[src/rtl/lsm_readout_classifier.sv]
// Readout classifier for the LSM reservoir.
// It counts the spikes on the two output-neuron lines over a fixed window and
// registers a class decision together with a one-cycle valid pulse. During
// training windows it also drives the reservoir teacher controls from the
// label that was latched when the window started.
module lsm_readout_classifier #(
    parameter int unsigned WINDOW_LEN = 950000,
    parameter int unsigned TMR_W      = 20,
    parameter int unsigned CNT_W      = 16
) (
    input  logic             clock,
    input  logic             reset,
    input  logic             enable,
    input  logic             train,
    input  logic             label,
    input  logic             spike_out1,
    input  logic             spike_out2,
    output logic [CNT_W-1:0] count1,
    output logic [CNT_W-1:0] count2,
    output logic             decision,
    output logic             tie,
    output logic             hit,
    output logic             decision_valid,
    output logic             busy,
    output logic             ST1,
    output logic             ST2,
    output logic             CT1,
    output logic             CT2
);

    typedef enum logic [1:0] {
        S_IDLE   = 2'd0,
        S_COUNT  = 2'd1,
        S_DECIDE = 2'd2
    } state_t;

    // Timer value at which the final sample of a window is taken.
    localparam logic [TMR_W-1:0] TMR_LAST = TMR_W'(WINDOW_LEN - 1);
    localparam logic [CNT_W-1:0] CNT_MAX  = {CNT_W{1'b1}};

    // Saturating increment: the accumulator sticks at all-ones instead of wrapping.
    function automatic logic [CNT_W-1:0] sat_inc(input logic [CNT_W-1:0] v, input logic inc);
        if (inc && (v != CNT_MAX)) begin
            return v + CNT_W'(1'b1);
        end else begin
            return v;
        end
    endfunction

    state_t            state_r;
    state_t            state_next_s;
    logic              start_s;
    logic              sample_s;
    logic              decide_s;
    logic              train_next_s;
    logic              label_next_s;
    logic              teach_on_s;

    logic [TMR_W-1:0]  timer_r;
    logic [CNT_W-1:0]  acc1_r;
    logic [CNT_W-1:0]  acc2_r;
    logic              train_l_r;
    logic              label_l_r;
    logic [CNT_W-1:0]  count1_r;
    logic [CNT_W-1:0]  count2_r;
    logic              decision_r;
    logic              tie_r;
    logic              hit_r;
    logic              valid_r;
    logic              busy_r;
    logic              st1_r;
    logic              st2_r;
    logic              ct1_r;
    logic              ct2_r;

    // State register.
    always_ff @(posedge clock) begin
        if (reset) begin
            state_r <= S_IDLE;
        end else begin
            state_r <= state_next_s;
        end
    end

    // Next-state logic: a started window always runs to completion.
    always_comb begin
        state_next_s = S_IDLE;
        case (state_r)
            S_IDLE: begin
                if (enable) begin
                    state_next_s = S_COUNT;
                end else begin
                    state_next_s = S_IDLE;
                end
            end
            S_COUNT: begin
                if (timer_r == TMR_LAST) begin
                    state_next_s = S_DECIDE;
                end else begin
                    state_next_s = S_COUNT;
                end
            end
            S_DECIDE: begin
                if (enable) begin
                    state_next_s = S_COUNT;
                end else begin
                    state_next_s = S_IDLE;
                end
            end
            default: state_next_s = S_IDLE;
        endcase
    end

    // Control strobes decoded from the current state.
    always_comb begin
        start_s  = 1'b0;
        sample_s = 1'b0;
        decide_s = 1'b0;
        case (state_r)
            S_IDLE:   start_s = enable;
            S_COUNT:  sample_s = 1'b1;
            S_DECIDE: begin
                decide_s = 1'b1;
                start_s  = enable;
            end
            default: begin
                start_s  = 1'b0;
                sample_s = 1'b0;
                decide_s = 1'b0;
            end
        endcase
    end

    // Train/label values that will be in force next cycle, used to register
    // the teacher outputs so they line up with the COUNT state.
    always_comb begin
        if (start_s) begin
            train_next_s = train;
            label_next_s = label;
        end else begin
            train_next_s = train_l_r;
            label_next_s = label_l_r;
        end
        teach_on_s = (state_next_s == S_COUNT) && train_next_s;
    end

    // Window timer, spike accumulators and latched window attributes.
    always_ff @(posedge clock) begin
        if (reset) begin
            timer_r   <= '0;
            acc1_r    <= '0;
            acc2_r    <= '0;
            train_l_r <= 1'b0;
            label_l_r <= 1'b0;
        end else if (start_s) begin
            timer_r   <= '0;
            acc1_r    <= '0;
            acc2_r    <= '0;
            train_l_r <= train;
            label_l_r <= label;
        end else if (sample_s) begin
            timer_r   <= timer_r + TMR_W'(1'b1);
            acc1_r    <= sat_inc(acc1_r, spike_out1);
            acc2_r    <= sat_inc(acc2_r, spike_out2);
        end else begin
            timer_r   <= timer_r;
            acc1_r    <= acc1_r;
            acc2_r    <= acc2_r;
        end
    end

    // Result registers, updated only when leaving DECIDE.
    always_ff @(posedge clock) begin
        if (reset) begin
            count1_r   <= '0;
            count2_r   <= '0;
            decision_r <= 1'b0;
            tie_r      <= 1'b0;
            hit_r      <= 1'b0;
            valid_r    <= 1'b0;
        end else begin
            valid_r <= decide_s;
            if (decide_s) begin
                count1_r   <= acc1_r;
                count2_r   <= acc2_r;
                decision_r <= (acc2_r > acc1_r);
                tie_r      <= (acc1_r == acc2_r);
                hit_r      <= train_l_r && (acc1_r != acc2_r) && ((acc2_r > acc1_r) == label_l_r);
            end else begin
                count1_r   <= count1_r;
                count2_r   <= count2_r;
                decision_r <= decision_r;
                tie_r      <= tie_r;
                hit_r      <= hit_r;
            end
        end
    end

    // Busy flag and teacher controls, registered from the upcoming state.
    always_ff @(posedge clock) begin
        if (reset) begin
            busy_r <= 1'b0;
            st1_r  <= 1'b0;
            st2_r  <= 1'b0;
            ct1_r  <= 1'b0;
            ct2_r  <= 1'b0;
        end else begin
            busy_r <= (state_next_s != S_IDLE);
            st1_r  <= teach_on_s && !label_next_s;
            st2_r  <= teach_on_s && label_next_s;
            ct1_r  <= teach_on_s;
            ct2_r  <= teach_on_s;
        end
    end

    assign count1         = count1_r;
    assign count2         = count2_r;
    assign decision       = decision_r;
    assign tie            = tie_r;
    assign hit            = hit_r;
    assign decision_valid = valid_r;
    assign busy           = busy_r;
    assign ST1            = st1_r;
    assign ST2            = st2_r;
    assign CT1            = ct1_r;
    assign CT2            = ct2_r;

endmodule

[config.mk]
export PLATFORM = sky130hd
export DESIGN_NAME = lsm_readout_classifier
export DESIGN_NICKNAME = d
export VERILOG_FILES = /design/src/rtl/lsm_readout_classifier.sv
export SDC_FILE = /design/constraint.sdc
export NUM_CORES = 1
export LEC_CHECK = 0
export ABC_AREA = 1
export BUFFER_PORTS_ARGS = -buffer_cell sky130_fd_sc_hd__buf_2
export CORE_MARGIN = 5
export CORE_UTILIZATION = 25
export DETAILED_ROUTE_END_ITERATION = 8
export GPL_ROUTABILITY_DRIVEN = 0
export MAX_ROUTING_LAYER = met4
export PLACE_DENSITY = 0.38
export SYNTH_ARGS = -nofsm -noshare
export SYNTH_HDL_FRONTEND = slang
export SYNTH_SLANG_ARGS = --single-unit
[constraint.sdc]
create_clock -name clock -period 3.4 [get_ports clock]
set_input_delay 0.68 -clock clock [delete_from_list [all_inputs] [get_ports clock]]
set_output_delay 0.68 -clock clock [all_outputs]
set_load 0.01 [all_outputs]
Yosys cells after proc, flatten, opt, wreduce, memory -nomap -nowiden
Index checks and enable logic that the tools add are counted.

operators by class
  $add $sub $neg = 3
  magnitude comparators = 1
  equality and inequality tests = 9
  muxes and demuxes = 8
  reduce and logical (&&, ||, !) cells = 14

operators with widths
  cell                                                  number
  adder 16 x 1 -> 16 bit (second input constant)        2
  != test 16 bit (second input constant)                2
  adder 20 x 1 -> 20 bit (second input constant)        1
  equality test 20 bit (second input constant)          1
  equality test 16 bit                                  1
  greater-than comparator 16 bit                        1
  != test 16 bit                                        1
  logical AND 1 bit                                     7
  two-way mux 1 bit                                     6
  equality test 2 x 1 -> 1 bit (second input constant)  2
  one-hot mux 2 bit (2 select lines)                    1
  AND reduction 2 bit                                   2
  OR reduction 2 bit                                    2
  equality test 2 bit (second input constant)           1
  zero test 2 bit                                       1
  two-way mux 2 bit                                     1
  nonzero test 2 bit                                    1
  equality test 1 bit                                   1
  zero test 1 bit                                       1

storage, ports and cells
  register bits after elaboration = 96
  input bits = 7
  logic and storage cells = 51

Longest topological paths before layout
  depth after elaboration = 6
  gate-level depth with buffers = 15

Least setup slack after synthesis
OpenSTA, ideal clock, no wires.

  path type = input-to-reg
  start point = in reset
  end point = reg acc1_r[8]
  setup time = 0.065 ns
  data arrival time = 1.680 ns
  setup slack = 1.655 ns
  cell stages on the path = 5
  path through = clkbuf_1 nor2_1 clkbuf_1 o21ai_0 nor2_1

on the way
  cells in the longest elaborated chain, start to end = 1

ends and longest elaborated chain
  what                          line  RTL
  start, declared               12    input logic reset,
  OR reduction 2 bit (no line)  n/a
  end signal, assigned          163   acc1_r <= sat_inc(acc1_r, spike_out1);
  end signal, assigned          167   acc1_r <= acc1_r;
  end, declared                 60    logic [CNT_W-1:0] acc1_r;

No other way between the ends.
A chain may end at the register's enable or synchronous reset.

Final worst setup path
  start point = reg acc2_r[0]
  end point = reg acc2_r[12]

on the way
  cells in the longest elaborated chain, start to end = 3
  elaborated cells on any way between the ends = 4
  those cells by class = add/sub (1); eq/ne (1); reduce/logical (2)

ends and longest elaborated chain
  what                                                                            line  RTL
  start, declared                                                                 61    logic [CNT_W-1:0] acc2_r;
  start signal, assigned                                                          164   acc2_r <= sat_inc(acc2_r, spike_out2);
  start signal, assigned                                                          168   acc2_r <= acc2_r;
  parallel branches: the longest is 3 deep, another holds adder 16 x 1 -> 16 bit  n/a

Several ways; the timed one is not identified.

==> impl_metrics.yaml <==
outcome:
  status: "finished, final reports clean"
clock_tree:
  cts.sinks: 96
  cts_tree: "yes"
  cts_hold_buffers: 0
  cts.path.max_buffers: 2
  htreeDepth: 3
  numCtsBuffers: 9
  clkTransAtPathRegs_ns: 0.07
  cts_setup_buffers: 0
  cts_root_buffer: "clkbuf_16"
  ctsResizeCount: 0
  clk_latency_ns: 0.35
timing:
  max_freq_mhz: 479
  fin_skew_ns: 0.00523
  post-route-min-period_ns: 2.09
  tns_ns: 0
  slew_viol_final: 0
  hold_slack_ns: 0.469
  hold_viol: 0
  fin_crit_sh_pct: 61.4
  worst-slew-pin-transition_ns: 0.989
  setup_viol: 0
  slew_headroom_pct: 34.0
  grt_setup_unrepaired: "false"
synth:
  yosysTopAreaCellShare_pct: 43.4
  synthTopCellsByArea: "dfxtp_1 (43%), nand2_1 (8.0%), a21oi_1 (7.7%)"
  synthFlopType: "dfxtp_1"
  synth_commonest_cells: "dfxtp_1 (96), nand2_1 (94), nor2_1 (69)"
  yosysSeqAreaShare_pct: 43.4
  synth_area_leader_cell: "dfxtp_1"
  syn-mean-instance-area_um2: 7.47
  syn_nets: 619
  synthMostInstantiatedCell: "dfxtp_1"
  synthArstFlopShare_pct: 0
  syn_area_um2: 4430
  synth_edf_count: 0
  synth_warnings: 0
  synthCells: 593
  ys_seq_elements: 96
  yosysUniqueCellTypes: 37
worst_setup_path:
  slowest_stage: "dfxtp_1"
  r2r_start: "acc2_r[0]$_SDFFE_PP0P_"
  path_cells: "ha_1 -> nand2_1 -> nor3_4 -> nand2_2 -> o21ai_4 -> inv_4 -> nand3_1 -> nor2_1 -> nor2_1 -> nor2_1"
  crit_path_end_kind: "register"
  rr_worst_depth: 10
  crit_required_ns: 3.64
  crit_fanout: 13
  arrival_ns: 2.33
  start_kind: "register"
  cpPeakStageDelay_ns: 0.42
  reg2reg_to: "acc2_r[12]$_SDFFE_PP0P_"
  r2r_slack_ns: 1.31
  cpMostUsedCell: "nor2_1"
  path_class: "register to register"
global_routing:
  grt_pass1_vias: 3837
  grt_start_max_net_pins: 62
  antenna_found_initial: 0
  grt_pass1_wl_um: 19900
  grt_remaining_overflow: 0
  grt_use_total_pct: 12.7
final_layout:
  diodes: 0
  num-fill-cells: 1869
  fin_nets: 664
  area_delta_synth_final_pct: 18.0
  final_util_pct: 30.1
  drive_gt1_share_pct: 13.9
  seq_area_um2: 1920
  multi_input_area_um2: 2160
pwr:
  leakagePower_nw: 2.22
  vdd_drop_max_mv: 0.239
  powerDensity_nw_per_um2: 449
place:
  dp_hpwl_um: 9050
  portBuffers: 47
detailed_routing:
  vias: 3878
  wl_per_cell_um: 13.9
  drt_pass1_iterations: 4
  drt_iter0_markers: 204
  ant_nets: 0
  drt-total-wl_um: 12100
  route.detailed.drc: 0
  vias_per_cell: 4.47
min_path:
  hp-start: "acc1_r[15]$_SDFFE_PP0P_"
  hold_depth: 2
  min_to: "acc1_r[15]$_SDFFE_PP0P_"
  hold_class: "register to register"
floorplanning:
  die_h_um: 143
  die_x_um: 143
  dieArea_um2: 20500
  pin_count: 48
  fp.coreArea_um2: 17400
  initial_core_util_pct: 25.5
  rows: 48
run:
  timing.max_cap.violations: 0
-- critical path: cells and delay by family, from the launching register on --
family / cells / cell delay (ns)
AOI/OAI and AO/OA: 1 / 0.32
adders and majority gates: 1 / 0.25
buffers and inverters: 1 / 0.17
DFF: 1 / 0.42
and+or+nand+nor: 7 / 0.81
-- kinds of logic after synthesis --
family                     share of synthesized area [%]
and+or+nand+nor                                     24.1
AOI/OAI and AO/OA                                   17.1
DFF                                                 43.4
buffers and inverters                               8.03
adders and majority gates                           5.37
xor gates and xnor gates                            1.98
-- stage by stage --
step / instance area [um^2] / worst slack, ns / cells / power, mW
floorplan: 4430 / 1.66 / 593 / 1.23
global placement: 4900 / 1.14 / 852 / 1.27
detailed placement: 4900 / 1.32 / 852 / 1.27
CTS: 5220 / 1.32 / 867 / 2.40
global route: 5220 / 1.09 / 867 / 2.46
finish: 5220 / 1.31 / 867 / 2.35
-- layer usage --
metal / wire length (um) / vias to the layer above / global-route usage (%)
li1: - / 2050 / -
met1: 6220 / 1769 / 16.4
met2: 5340 / 49 / 20.1
met3: 415 / 10 / 3.42
met4: 104 / 0 / 2.70
met5: 0 / - / -
-- registers in the layout, indices dropped and copies added, names as in the netlist, 2 cells and up --
signal	count
acc2_r	16
timer_r	20
acc1_r	16
count2	16
state_r	2
count1	16
-- layout by cell type, fill, tap and decap left out, types with 3 or more instances in the layout --
| cell | Yosys | routed |
|---|---|---|
| clkbuf_16 | 0 | 9 |
| ha_1 | 19 | 19 |
| a31oi_1 | 3 | 3 |
| xor2_1 | 4 | 4 |
| inv_2 | 5 | 5 |
| a21oi_2 | 3 | 3 |
| nor3_4 | 3 | 3 |
| xnor2_1 | 6 | 6 |
| buf_4 | 1 | 3 |
| dfxtp_1 | 96 | 96 |
| nand2_2 | 3 | 3 |
| nor3_1 | 17 | 17 |
| nand2_4 | 4 | 4 |
| a21oi_1 | 68 | 68 |
| o21ai_0 | 58 | 58 |
| nor2_1 | 69 | 68 |
| nand3_1 | 23 | 23 |
| buf_2 | 0 | 47 |
| nand4_1 | 14 | 14 |
| nand2_1 | 94 | 94 |
| inv_1 | 68 | 68 |
-- cell type report --
type,count,share of cell area (%)
Sequential cell,96,36.8
Clock inverter,3,1.25
Timing Repair Buffer,50,4.93
Tap cell,225,5.39
Multi-Input combinational cell,406,41.3
Inverter,75,5.44
Clock buffer,12,4.91
-- report_power, final --
part	internal, mW	switching, mW
registers	1.13	0.00704
clock network	0.680	0.426
logic	0.0285	0.0719
total	1.84	0.505
-- worst max path at each step --
stage                     slack, ns                      end                    from
after global routing           1.09   acc2_r[8]$_SDFFE_PP0P_  acc2_r[0]$_SDFFE_PP0P_
final                          1.31  acc2_r[12]$_SDFFE_PP0P_  acc2_r[0]$_SDFFE_PP0P_
after CTS                      1.32  acc2_r[12]$_SDFFE_PP0P_  acc2_r[0]$_SDFFE_PP0P_
after global placement         1.14         tie$_SDFFE_PP0P_                   reset
after detailed placement       1.32         tie$_SDFFE_PP0P_                   reset
after floorplan                1.66   acc1_r[8]$_SDFFE_PP0P_                   reset
Power figures use the tool's default switching activity.
